### src/rtl/pipeline_ctrl_pkg.sv
// Shared types and constants for the pipeline sequencing controller.
package pipeline_ctrl_pkg;

  typedef enum logic [2:0] {
    ST_RUN,
    ST_MEM_WAIT,
    ST_DRAIN,
    ST_HALTED,
    ST_FAULT
  } state_t;

  localparam int CTRL_BITS        = 9;
  localparam int REG_ADDR_W       = 5;
  localparam int DEF_DRAIN_CYCLES = 3;
  localparam int DEF_MEM_TIMEOUT  = 255;
  localparam int DEF_CNT_WIDTH    = 32;

endpackage

### src/rtl/pipeline_ctrl_load_use_detect.sv
// Combinational load-use hazard compare between the ID/EX destination and IF/ID sources.
module load_use_detect
  import pipeline_ctrl_pkg::*;
(
  input  logic                  i_idExMemRead,
  input  logic [REG_ADDR_W-1:0] i_idExWriteRegister,
  input  logic [REG_ADDR_W-1:0] i_ifIdRs,
  input  logic [REG_ADDR_W-1:0] i_ifIdRt,
  input  logic                  i_ifIdUsesRt,
  output logic                  o_loadUse
);

  logic w_rsHit;
  logic w_rtHit;

  // Register 0 is hard-wired, so a load targeting it never creates a dependency.
  assign w_rsHit   = (i_idExWriteRegister == i_ifIdRs);
  assign w_rtHit   = i_ifIdUsesRt && (i_idExWriteRegister == i_ifIdRt);
  assign o_loadUse = i_idExMemRead && (i_idExWriteRegister != '0) && (w_rsHit || w_rtHit);

endmodule

### src/rtl/pipeline_ctrl.sv
// Per-cycle advance/freeze/bubble decisions for the 5-stage pipeline, plus
// saturating stall and flush counters.
module pipeline_ctrl
  import pipeline_ctrl_pkg::*;
#(
  parameter int DRAIN_CYCLES = DEF_DRAIN_CYCLES,
  parameter int MEM_TIMEOUT  = DEF_MEM_TIMEOUT,
  parameter int CNT_WIDTH    = DEF_CNT_WIDTH
) (
  input  logic                  clock,
  input  logic                  resetN,
  input  logic                  idExMemRead,
  input  logic [REG_ADDR_W-1:0] idExWriteRegister,
  input  logic [REG_ADDR_W-1:0] ifIdRs,
  input  logic [REG_ADDR_W-1:0] ifIdRt,
  input  logic                  ifIdUsesRt,
  input  logic                  branchTaken,
  input  logic                  exMemMemAccess,
  input  logic                  memReady,
  input  logic                  haltDecoded,
  input  logic                  resume,
  output logic                  pcWrite,
  output logic                  ifIdWrite,
  output logic                  ifIdFlush,
  output logic                  idExBubble,
  output logic                  pipeEnable,
  output logic                  halted,
  output logic                  memTimeout,
  output logic [CNT_WIDTH-1:0]  stallCount,
  output logic [CNT_WIDTH-1:0]  flushCount
);

  localparam int WAIT_W  = $clog2(MEM_TIMEOUT + 1);
  localparam int DRAIN_W = $clog2(DRAIN_CYCLES + 1);

  function automatic logic [CNT_WIDTH-1:0] sat_inc(input logic [CNT_WIDTH-1:0] v);
    return (&v) ? v : v + CNT_WIDTH'(1);
  endfunction

  state_t               r_state, r_retState, w_nextState, w_nextRet, w_evalState;
  logic [WAIT_W-1:0]    r_waitCnt, w_nextWait;
  logic [DRAIN_W-1:0]   r_drainCnt, w_nextDrain;
  logic [CNT_WIDTH-1:0] r_stallCount, r_flushCount;
  logic                 r_memTimeout;
  logic                 w_loadUse, w_memStall, w_eval;
  logic                 w_stallInc, w_flushInc, w_setTimeout;

  load_use_detect u_load_use_detect (
    .i_idExMemRead       (idExMemRead),
    .i_idExWriteRegister (idExWriteRegister),
    .i_ifIdRs            (ifIdRs),
    .i_ifIdRt            (ifIdRt),
    .i_ifIdUsesRt        (ifIdUsesRt),
    .o_loadUse           (w_loadUse)
  );

  assign w_memStall = exMemMemAccess && !memReady;

  always_comb begin
    w_nextState  = r_state;
    w_nextRet    = r_retState;
    w_nextWait   = r_waitCnt;
    w_nextDrain  = r_drainCnt;
    w_stallInc   = 1'b0;
    w_flushInc   = 1'b0;
    w_setTimeout = 1'b0;
    w_eval       = 1'b0;
    w_evalState  = ST_RUN;
    pcWrite      = 1'b0;
    ifIdWrite    = 1'b0;
    ifIdFlush    = 1'b0;
    idExBubble   = 1'b0;
    pipeEnable   = 1'b0;

    case (r_state)
      ST_RUN, ST_DRAIN: begin
        if (w_memStall) begin
          w_nextRet   = r_state;
          w_nextWait  = WAIT_W'(1);
          w_nextState = ST_MEM_WAIT;
          w_stallInc  = 1'b1;
        end else begin
          w_eval      = 1'b1;
          w_evalState = r_state;
        end
      end
      ST_MEM_WAIT: begin
        if (!memReady) begin
          w_stallInc = 1'b1;
          w_nextWait = r_waitCnt + WAIT_W'(1);
          // This frozen cycle is the MEM_TIMEOUT-th in a row.
          if (r_waitCnt == WAIT_W'(MEM_TIMEOUT - 1)) begin
            w_nextState  = ST_FAULT;
            w_setTimeout = 1'b1;
          end
        end else begin
          w_eval      = 1'b1;
          w_evalState = r_retState;
        end
      end
      ST_HALTED: begin
        if (resume) begin
          pcWrite     = 1'b1;
          ifIdWrite   = 1'b1;
          idExBubble  = 1'b1;
          w_nextState = ST_RUN;
        end
      end
      default: ;
    endcase

    // Advancing cycle: branch beats everything, then drain / load-use / halt.
    if (w_eval) begin
      pcWrite    = 1'b1;
      ifIdWrite  = 1'b1;
      pipeEnable = 1'b1;
      if (branchTaken) begin
        ifIdFlush   = 1'b1;
        idExBubble  = 1'b1;
        w_flushInc  = 1'b1;
        w_nextState = ST_RUN;
      end else if (w_evalState == ST_DRAIN) begin
        pcWrite    = 1'b0;
        ifIdWrite  = 1'b0;
        idExBubble = 1'b1;
        if (r_drainCnt == '0) begin
          w_nextState = ST_HALTED;
        end else begin
          w_nextDrain = r_drainCnt - DRAIN_W'(1);
          w_nextState = ST_DRAIN;
        end
      end else if (w_loadUse) begin
        pcWrite     = 1'b0;
        ifIdWrite   = 1'b0;
        idExBubble  = 1'b1;
        w_stallInc  = 1'b1;
        w_nextState = ST_RUN;
      end else if (haltDecoded) begin
        pcWrite     = 1'b0;
        ifIdWrite   = 1'b0;
        idExBubble  = 1'b1;
        w_nextDrain = DRAIN_W'(DRAIN_CYCLES - 1);
        w_nextState = ST_DRAIN;
      end else begin
        w_nextState = ST_RUN;
      end
    end

    if (!resetN) begin
      pcWrite    = 1'b0;
      ifIdWrite  = 1'b0;
      ifIdFlush  = 1'b1;
      idExBubble = 1'b1;
      pipeEnable = 1'b0;
    end
  end

  always_ff @(posedge clock) begin
    if (!resetN) begin
      r_state      <= ST_RUN;
      r_retState   <= ST_RUN;
      r_waitCnt    <= '0;
      r_drainCnt   <= '0;
      r_stallCount <= '0;
      r_flushCount <= '0;
      r_memTimeout <= 1'b0;
    end else begin
      r_state      <= w_nextState;
      r_retState   <= w_nextRet;
      r_waitCnt    <= w_nextWait;
      r_drainCnt   <= w_nextDrain;
      r_memTimeout <= r_memTimeout | w_setTimeout;
      if (w_stallInc) r_stallCount <= sat_inc(r_stallCount);
      if (w_flushInc) r_flushCount <= sat_inc(r_flushCount);
    end
  end

  assign halted     = (r_state == ST_HALTED);
  assign memTimeout = r_memTimeout;
  assign stallCount = r_stallCount;
  assign flushCount = r_flushCount;

endmodule

### config.mk
export PLATFORM = sky130hd
export DESIGN_NAME = pipeline_ctrl
export DESIGN_NICKNAME = d
export VERILOG_FILES = /design/src/rtl/pipeline_ctrl_pkg.sv /design/src/rtl/pipeline_ctrl_load_use_detect.sv /design/src/rtl/pipeline_ctrl.sv
export SDC_FILE = /design/constraint.sdc
export NUM_CORES = 1
export LEC_CHECK = 0
export CORE_ASPECT_RATIO = 0.75
export CORE_MARGIN = 2
export CORE_UTILIZATION = 51
export DETAILED_ROUTE_END_ITERATION = 6
export GPL_TIMING_DRIVEN = 0
export HOLD_SLACK_MARGIN = 0.12
export PLACE_DENSITY = 0.88
export SLEW_MARGIN = 25
export SYNTH_ARGS = -nofsm -noshare
export SYNTH_HDL_FRONTEND = slang
export SYNTH_SLANG_ARGS = --single-unit
### constraint.sdc
create_clock -name clock -period 2.85 [get_ports clock]
set_input_delay 0.57 -clock clock [delete_from_list [all_inputs] [get_ports clock]]
set_output_delay 0.57 -clock clock [all_outputs]
set_load 0.005 [all_outputs]
# ---- Yosys cells after proc, flatten, opt, wreduce, memory -nomap -nowiden
# Cells that the tools add are included.
dict set report totals {
  word_cells 104
  inputBits 24
  out_inout_bits 71
  reg_bits 81
}
dict set report classes {
  bitwise 4
  n_eq_ne 15
  mux 53
  addsub 4
  n_reduce_logical 21
}
# cell count
set ops {}
lappend ops {{32-bit by 1-bit adder with 32-bit output (second input constant)} 2}
lappend ops {{32-bit AND reduction} 2}
lappend ops {{1-bit 2-to-1 mux} 31}
lappend ops {{3-bit 2-to-1 mux} 9}
lappend ops {{8-bit 2-to-1 mux} 2}
lappend ops {{8-bit one-hot mux with 2 select lines} 1}
lappend ops {{2-bit 2-to-1 mux} 6}
lappend ops {{5-bit == test} 2}
lappend ops {{5-bit AND reduction} 2}
lappend ops {{3-bit by 2-bit == test with 1-bit output (second input constant)} 3}
lappend ops {{3-bit inequality test (second input constant)} 3}
lappend ops {{3-bit one-hot mux with 3 select lines} 1}
lappend ops {{8-bit by 1-bit adder with 8-bit output (second input constant)} 1}
lappend ops {{8-bit == test (second input constant)} 1}
lappend ops {{2-bit inequality test (second input constant)} 4}
lappend ops {{3-bit one-hot mux with 2 select lines} 1}
lappend ops {{2-bit AND reduction} 3}
lappend ops {{5-bit nonzero test} 1}
lappend ops {{1-bit logical AND} 4}
lappend ops {{1-bit one-hot mux with 2 select lines} 2}
lappend ops {{2-bit nonzero test} 2}
lappend ops {{4-bit nonzero test} 1}
lappend ops {{3-bit by 1-bit == test with 1-bit output (second input constant)} 1}
lappend ops {{3-bit logical NOT} 1}
lappend ops {{other kinds (9)} 11}

# ---- Longest topological paths before layout
# Gate-level depths: netlist of run 1.
dict set report logic_depth {
  depth_word 9
  mapped_depth 9
}

# ---- Hierarchy
# From an unflattened synthesis of run 1, not the netlist that was laid out.
dict set report unflattened {
  cells_unflattened 557
  area_unflattened_um2 4563.1
}
# module area_each_um2 cells_per_inst seq_area_each_um2 n_inst
set by_module_without_submodules {}
lappend by_module_without_submodules {pipeline_ctrl 4430.5 540 1621.6 1}
lappend by_module_without_submodules {load_use_detect 132.6 17 0.0 1}

# ---- Worst setup path before layout of run 1
# OpenSTA, ideal clock, no wires.
dict set report synth_path {
  path_type {input to output}
  startpoint {input idExWriteRegister[1]}
  endpoint {output pcWrite}
  t_arrival_ns 1.775
  t_required_ns 2.280
  setup_slack_ns 0.505
  cell_stages 5
  path_cell_list {or4_1 -> o21ai_0 -> o21ai_0 -> a21oi_1 -> buf_4}
}
dict set report synth_between {
  elab_chain_len 9
  elab_cells_between_ends 12
}
# element line_no
set synth_rtl {}
lappend synth_rtl {{start, declared} pipeline_ctrl.sv:13} ;# input logic [REG_ADDR_W-1:0] idExWriteRegister,
lappend synth_rtl {{5-bit == test} pipeline_ctrl_load_use_detect.sv:18} ;# assign w_rtHit = i_ifIdUsesRt && (i_idExWriteRegister == i_ifIdRt);
lappend synth_rtl {{1-bit logical AND} pipeline_ctrl_load_use_detect.sv:18}
lappend synth_rtl {{1-bit logical OR} pipeline_ctrl_load_use_detect.sv:19} ;# assign o_loadUse = i_idExMemRead && (i_idExWriteRegister != '0) && (w_rsHit || w_rtHit);
lappend synth_rtl {{1-bit logical AND (*)} pipeline_ctrl_load_use_detect.sv:19}
lappend synth_rtl {{1-bit 2-to-1 mux (*) (5 in a row)} -}
lappend synth_rtl {{end, declared} pipeline_ctrl.sv:22} ;# output logic pcWrite,
# Every way passes the cells marked *; elsewhere a longest branch is shown, timed or not.

# ---- Final worst setup path of run 1
dict set report layout_path {
  startpoint {input resetN}
  endpoint {output pipeEnable}
}
dict set report layout_between {
  elab_chain_len 1
}
# element line_no
set layout_rtl {}
lappend layout_rtl {{start, declared} pipeline_ctrl.sv:11} ;# input logic resetN,
lappend layout_rtl {{1-bit 2-to-1 mux} pipeline_ctrl.sv:149} ;# if (!resetN) begin
lappend layout_rtl {{end, declared} pipeline_ctrl.sv:26} ;# output logic pipeEnable,
# No other way between the ends.

==> key figures, run 1 <==
Pwr
  • Switching Share: 25.8%
  • Leak pwr: a little under 2 nW
  • Clock Power Share: 39.4%
  • Seq pwr share: between 50% and 60%
  • P_sw: 0.588 mW
  • Combinational fraction of design power: 10.0%
  • PwrDens: 403 nW/µm²
  • Max IR drop VDD: 0.252 mV
  • Internal power: 1.69 mW

GRT
  • Gr ovfl total: 0
  • First-pass GRT wire length: 20600 µm
  • Number of global-route vias before repair: 4341
  • Initial antenna violation count: 0
  • Largest net degree at the start of global routing: 15
  • Total track usage: 28.0%

Setup path
  • Worst R2R Setup Slack: 180 ps
  • Critical Path RT: 2280 ps
  • Setup crit end kind: output pin
  • R2R depth: 8
  • Reg2Reg Capture Point: stallCount[27]
  • CP max FO: 10
  • CP arrival: 2220 ps
  • R2r startpoint: stallCount[1]
  • Worst setup SP type: input port
  • CP peak stage delay: 560 ps
  • Worst Setup SP: resetN
  • Worst setup path endpoint: pipeEnable
  • Slowest cell on the critical path: clkdlybuf4s50_1
  • Critical path type: in -> out
  • Critical path, cell by cell: clkdlybuf4s15_1 -> inv_1 -> clkbuf_2 -> nor3_1 -> clkdlybuf4s50_1

Floorplanning
  • Num ports: 95
  • Row count: 28
  • Die W: between 100 and 150 µm
  • Die area: 9190 µm²
  • Initial Utilization: 53.6%
  • Core area: 8020 µm²
  • Die Ht: 83.5 µm

Logic synthesis
  • Ys async rst share: 0%
  • Syn Inst Count: 519
  • Largest family of logic cells by synthesized area: simple AND/OR/NAND/NOR gates
  • #FFs+latches synth: 81
  • Net Count, Synth: 548
  • Xor-xnor portion of the synthesized cell area: 8.55%
  • Post-synthesis sequential area ratio: 37.7%
  • Yosys cell types: 56
  • Post-Synth Simple-Gate Area: 32.5%
  • Adder-Cell Fraction of Synth Area: between 1 and 1.5%
  • Syn. warnings: 0
  • Compound-Gate Fraction of Synth Area: 14.2%
  • Syn avg cell area: 8.29 µm²
  • Cell area after synthesis: 4300 µm²
  • EDFF count, synth: 0
  • Fraction of synthesized area in multiplexers: 1.66%
  • Prevailing post-synth register cell: dfxtp_1

Timing
  • Fin. Hold Viols: 0
  • Clk_skew: between 8 and 9 ps
  • Final period util: 97.9%
  • FMAX: 0.358 GHz
  • TNS Setup: 0 ps
  • Unrepaired setup endpoints after global routing: no
  • Final worst slack: 59.6 ps
  • Crit path time final: 2790 ps
  • Slew Limit Headroom: 30.3%
  • Finish-stage setup viols: 0
  • Worst Hold Slack: 433 ps
  • Worst Max-Slew Pin Slew: 1040 ps
  • Fin. max-slew vios: 0

Finish
  • Util after Layout: 70.5%
  • Area growth, synth to finish: 31.5%
  • Final nets: 657
  • Commonest non-fill, non-tap cell in the layout: dfxtp_1
  • Filler cells: slightly below 600
  • Most frequent cells in the layout: dfxtp_1, clkdlybuf4s50_1, nor2_1
  • Antenna Cells: 0
  • Fin area: 5660 µm²
  • Share of cells above drive strength 1: 8.37%

Flow run
  • Max cap viols: 0

Place
  • Worst slack at placement: -976 ps
  • Post-DP Area: 5380 µm²
  • Routability cong.: approximately 0.96
  • Detail Placement HPWL: a little over 9000 µm
  • Buffers on Ports: 94

Clocking
  • Clock Sinks: 81
  • Clock Tree Buf Depth: 2
  • Total CTS buffers: 9
  • Register clock-pin slew on the reported worst setup and hold paths: 90 ps
  • Root buffer cell: clkbuf_8
  • CTS tree: done
  • Clk_lat worst skew: approximately 360 ps
  • # H-tree levels: 3

Drt
  • DRC Markers: 0
  • Drt first-iter violations: 310
  • Initial DRT Pass Iterations: 7
  • Routed Wire Length: about 13000 µm
  • DR vias: 4602
  • Antenna Violating Nets Remaining: 0
  • DR vias/cell: between 6 and 7
  • Wire per inst: 17.4 µm

Status
  • Status: completed

Min path
  • Worst hold-check path type: reg -> reg
registers in the layout (all words and copies together), names as in the netlist:
name,flops
flushCount,32
stallCount,32
r_waitCnt,8
r_retState,3
r_state,3
r_drainCnt,2
memTimeout,1
synthesized netlist by cell type, types with 6 or more instances:
library cell	count	share of area [%]
dfxtp_1	81	38
nor2_1	57	5.0
nand3_1	37	4.3
xor2_1	37	7.5
nand2_1	35	3.1
a21oi_1	30	3.5
nand4_1	24	3.5
o21ai_0	18	2.1
or4_1	16	2.8
and3_1	15	2.2
o31ai_1	15	2.6
clkbuf_1	13	1.1
inv_1	11	0.96
buf_2	10	1.2
nand2b_1	10	1.5
nor4_1	10	1.5
and4_1	8	1.6
nor3_1	8	0.93
or3_1	8	1.2
and2_1	7	1.0
mux2i_1	6	1.4
worst max-delay path: cells and delay by family:
family | cells | cell delay, ps
simple gates | 1 | 330
buf+inv | 4 | 1320
power groups by stage:
stage               clock [mW]  sequential, mW  combinational (mW)
floorplan                    0            1.18               0.111
finish                   0.898            1.15               0.228
detailed placement           0            1.18               0.215
global placement             0            1.18               0.208
CTS                      0.899            1.15               0.220
global route             0.953            1.15               0.246
cell families (layout without fill, tap and decap cells):
| logic type | count (synthesis) | after routing |
|---|---|---|
| AO/OA/AOI/OAI | 94 | 94 |
| XOR/XNOR | 42 | 42 |
| adder cells (fa/ha/maj) | 5 | 5 |
| buffers and inverters | 37 | 151 |
| flip-flops | 81 | 81 |
| multiplexers | 7 | 7 |
| AND/OR/NAND/NOR | 253 | 253 |
stage by stage:
stage          std cells  power, mW
2_1_floorplan        519       1.29
3_3_place_gp         718       1.39
3_5_place_dp         718       1.39
4_1_cts              737       2.27
5_1_grt              738       2.35
6_report             738       2.28
cell type report:
cell class	instances	area, µm²	area share (%)
Buffer	26	135	2.39
Clock buffer	11	151	2.68
Clock inverter	5	62.6	1.11
Inverter	11	41.3	0.730
Multi-Input combinational cell	401	2570	45.4
Sequential cell	81	1620	28.7
Tap cell	105	131	2.32
Timing Repair Buffer	98	946	16.7
how the worst min path moves through the flow:
stage,startpoint,to,slack (ps),cells after the start
after global routing,r_retState[0],r_retState[0],470,2
final,r_retState[0],r_retState[0],430,2
after floorplan,r_retState[0],r_retState[0],400,2
after CTS,r_retState[2],r_retState[2],430,2
after detailed placement,r_retState[2],r_retState[2],420,2
after global placement,r_retState[0],r_retState[0],410,2
timing repair:
| action | CTS | global route |
|---|---|---|
| hold buffers | 0 | 0 |
| setup buffers | 3 | 1 |
| pin swaps | 5 | 5 |
| resized for setup | 30 | 8 |
| endpoints found under the setup margin | 27 | 23 |
routing by layer:
layer / GRT usage [%] / part of all wire, % / wire length (µm) / vias to the layer above
met5: 0 / 0 / 0 / -
met4: 8.75 / 2.3 / 298 / 0
met3: 7.34 / 9.8 / 1260 / 32
met2: 44.5 / 46 / 5870 / 255
met1: 36.9 / 42 / 5420 / 2179
li1: - / - / - / 2136
(Power assumes the default switching activity.)
==> inputs of run 2 (changes only) <==
--- a/config.mk
+++ b/config.mk
@@ -7,11 +7,11 @@
 export LEC_CHECK = 0
 export CORE_ASPECT_RATIO = 0.75
 export CORE_MARGIN = 2
-export CORE_UTILIZATION = 51
+export CORE_UTILIZATION = 49
 export DETAILED_ROUTE_END_ITERATION = 6
 export GPL_TIMING_DRIVEN = 0
 export HOLD_SLACK_MARGIN = 0.12
-export PLACE_DENSITY = 0.88
+export PLACE_DENSITY = 0.85
 export SLEW_MARGIN = 25
 export SYNTH_ARGS = -nofsm -noshare
 export SYNTH_HDL_FRONTEND = slang
==> key figures, run 2 (synthesis results as in run 1) <==
Min path
  • Worst hold-check path type: reg -> reg
  • Hold Path Depth: 2 (unchanged)
  • Worst Min Path Start: r_retState[0]
  • Min-Delay Endpoint: r_retState[0]

Setup path
  • Critical path, cell by cell: clkdlybuf4s50_1 -> xor2_1 -> nor3_2 -> a32oi_2 -> o21ai_2 -> a211o_1 -> clkdlybuf4s15_1
  • Slowest cell on the critical path: clkdlybuf4s50_1
  • Setup crit end kind: output pin
  • CP arrival: 2250 ps (+30 ps)
  • Critical Path RT: 2280 ps (about the same)
  • CP peak stage delay: 470 ps (-90 ps)
  • CP max FO: 3 (-7)
  • Kind of cell with the highest combined delay on the critical path: compound AO/OA/AOI/OAI gates
  • Worst setup SP type: input port
  • CP Buf/Inv Count: 2 (-2)
  • R2r startpoint: flushCount[21]
  • Reg2Reg Capture Point: flushCount[12]
  • Worst R2R Setup Slack: 130 ps (-50 ps)
  • R2R depth: 8 (unchanged)
  • Critical path type: in -> out

Timing
  • Clk_skew: 8.59 ps (+0.0424 ps)
  • Crit path time final: 2820 ps (+26.2 ps)
  • Slew Limit Headroom: 52.3% (+22 points)
  • Final worst slack: 33.4 ps (-26.2 ps)
  • Fin. max-slew vios: 0 (unchanged)
  • Finish-stage setup viols: 0 (unchanged)
  • Final period util: 98.8% (+0.92 points)
  • Worst Hold Slack: 424 ps (-9.36 ps)
  • Unrepaired setup endpoints after global routing: no
  • Fin. Hold Viols: 0 (unchanged)
  • Worst Max-Slew Pin Slew: 709 ps (-327 ps)
  • FMAX: 0.355 GHz (-0.93%)

Floorplanning
  • Core area: 8490 µm² (+5.8%)
  • Num ports: 95 (unchanged)
  • Die area: 9550 µm² (+3.9%)
  • Die W: 112 µm (+1.9%)
  • Die Ht: 85.2 µm (+1.9%)
  • Initial Utilization: 50.7% (-3.0 points)
  • Row count: 29 (+3.6%)

Drt
  • Wire per inst: 17.9 µm (+2.6%)
  • DRC Markers: 0 (unchanged)
  • Initial DRT Pass Iterations: 5 (-2)
  • DR vias/cell: 6.21 (-0.47%)
  • DR vias: 4593 (-0.20%)
  • Antenna Violating Nets Remaining: 0 (unchanged)
  • Routed Wire Length: 13200 µm (+2.9%)
  • Drt first-iter violations: 479 (+55%)

Clocking
  • Total CTS buffers: 9 (unchanged)
  • Root buffer cell: clkbuf_16
  • CTS Hold Bufs: 0 (unchanged)
  • CTS tree: done
  • Clock Tree Buf Depth: 2 (unchanged)
  • Clk_lat worst skew: 340 ps (-20 ps)
  • Clock Sinks: 81 (unchanged)
  • Register clock-pin slew on the reported worst setup and hold paths: 60 ps (-30 ps)
  • # H-tree levels: 3 (unchanged)

GRT
  • First-pass GRT wire length: 21200 µm (+3.1%)
  • Largest net degree at the start of global routing: 14 (-1)
  • Busiest grt layer: met2
  • Routing usage on met2: 43.8% (-0.64 points)
  • Initial antenna violation count: 0 (unchanged)
  • Number of global-route vias before repair: 4465 (+2.9%)
  • Met1 GRT Util: 35.9% (-1.1 points)
  • Met3 usage in global routing: 6.50% (-0.84 points)
  • Total track usage: 27.1% (-0.87 points)
  • Gr ovfl total: 0 (unchanged)

Finish
  • Commonest non-fill, non-tap cell in the layout: dfxtp_1
  • Final nets: 656 (-0.15%)
  • Area growth, synth to finish: 35.2%
  • Share of cells above drive strength 1: 9.49% (+1.1 points)
  • Antenna Cells: 0 (unchanged)
  • Util after Layout: 68.5% (-2.0 points)
  • Most frequent cells in the layout: dfxtp_1, clkdlybuf4s50_1, nor2_1

Pwr
  • Max IR drop VDD: 0.281 mV (+12%)
  • PwrDens: 447 nW/µm² (+11%)
  • Leak pwr: 2.03 nW (+3.1%)

Place
  • Routability cong.: 0.887 (-7.4%)
  • Worst slack at placement: -988 ps (-12.7 ps)
  • Detail Placement HPWL: 9030 µm (-0.61%)
  • Buffers on Ports: 94 (unchanged)

Status
  • Status: completed

Flow run
  • Max cap viols: 0 (unchanged)
[run 2: repair_timing]
action,CTS,global route
resized for setup,35,15
endpoints found under the setup margin,38,29
cloned,0,0
buffers inserted,3,1
pin swaps,9,11
[run 2: layout make-up]
class                      instances  area (µm²)
clock buffer                      12         267
inverter                          11        41.3
timing repair buffer              98         951
tap                              108         135
multi-input combinational        401        2630
sequential                        81        1620
fill                             651        2670
clock inverter                     4        50.0
buffer                            25         129
[run 2: where the power goes]
group          internal (mW)  total [mW]  switching (mW)
registers               1.14        1.15          0.0119
clock network          0.749        1.22           0.468
logic                 0.0917       0.231           0.139
total                   1.98        2.60           0.619
[run 2: worst max-delay path by stage]
stage | from | to | depth (start not counted)
floorplan | idExWriteRegister[1] | pcWrite | 5
global placement | resetN | pcWrite | 7
detailed placement | resetN | pcWrite | 7
CTS | exMemMemAccess | pcWrite | 9
global route | ifIdRs[2] | idExBubble | 7
finish | ifIdRs[2] | idExBubble | 7
[run 2: layer usage]
layer  up-vias  share of wire, %
li1       2133                 -
met1      2149                42
met2       281                47
met3        30               8.9
met4         0               2.0
met5         -                 0
[run 2: metrics by stage]
step / instances / total power [mW] / TNS, ps / instance area (µm²)
2_1_floorplan: 519 / 1.29 / 0 / 4300
3_3_place_gp: 721 / 1.39 / -14850 / 5380
3_5_place_dp: 721 / 1.39 / -19620 / 5380
4_1_cts: 740 / 2.60 / 0 / 5790
5_1_grt: 740 / 2.67 / 0 / 5820
6_report: 740 / 2.60 / 0 / 5820
[run 2: worst min-delay path, delay by kind of cell, from the launching register on]
kind | cells | cell delay, ps
DFF | 1 | 300
buffers and inverters | 1 | 50
and+or+nand+nor | 1 | 30
==> inputs of run 3 (changes only) <==
--- a/config.mk
+++ b/config.mk
@@ -8,6 +8,7 @@
 export CORE_ASPECT_RATIO = 0.75
 export CORE_MARGIN = 2
 export CORE_UTILIZATION = 49
+export CTS_CLUSTER_SIZE = 12
 export DETAILED_ROUTE_END_ITERATION = 6
 export GPL_TIMING_DRIVEN = 0
 export HOLD_SLACK_MARGIN = 0.12
==> results of run 3 <==
The final DEF is identical to that of run 2; final timing and power are the same.
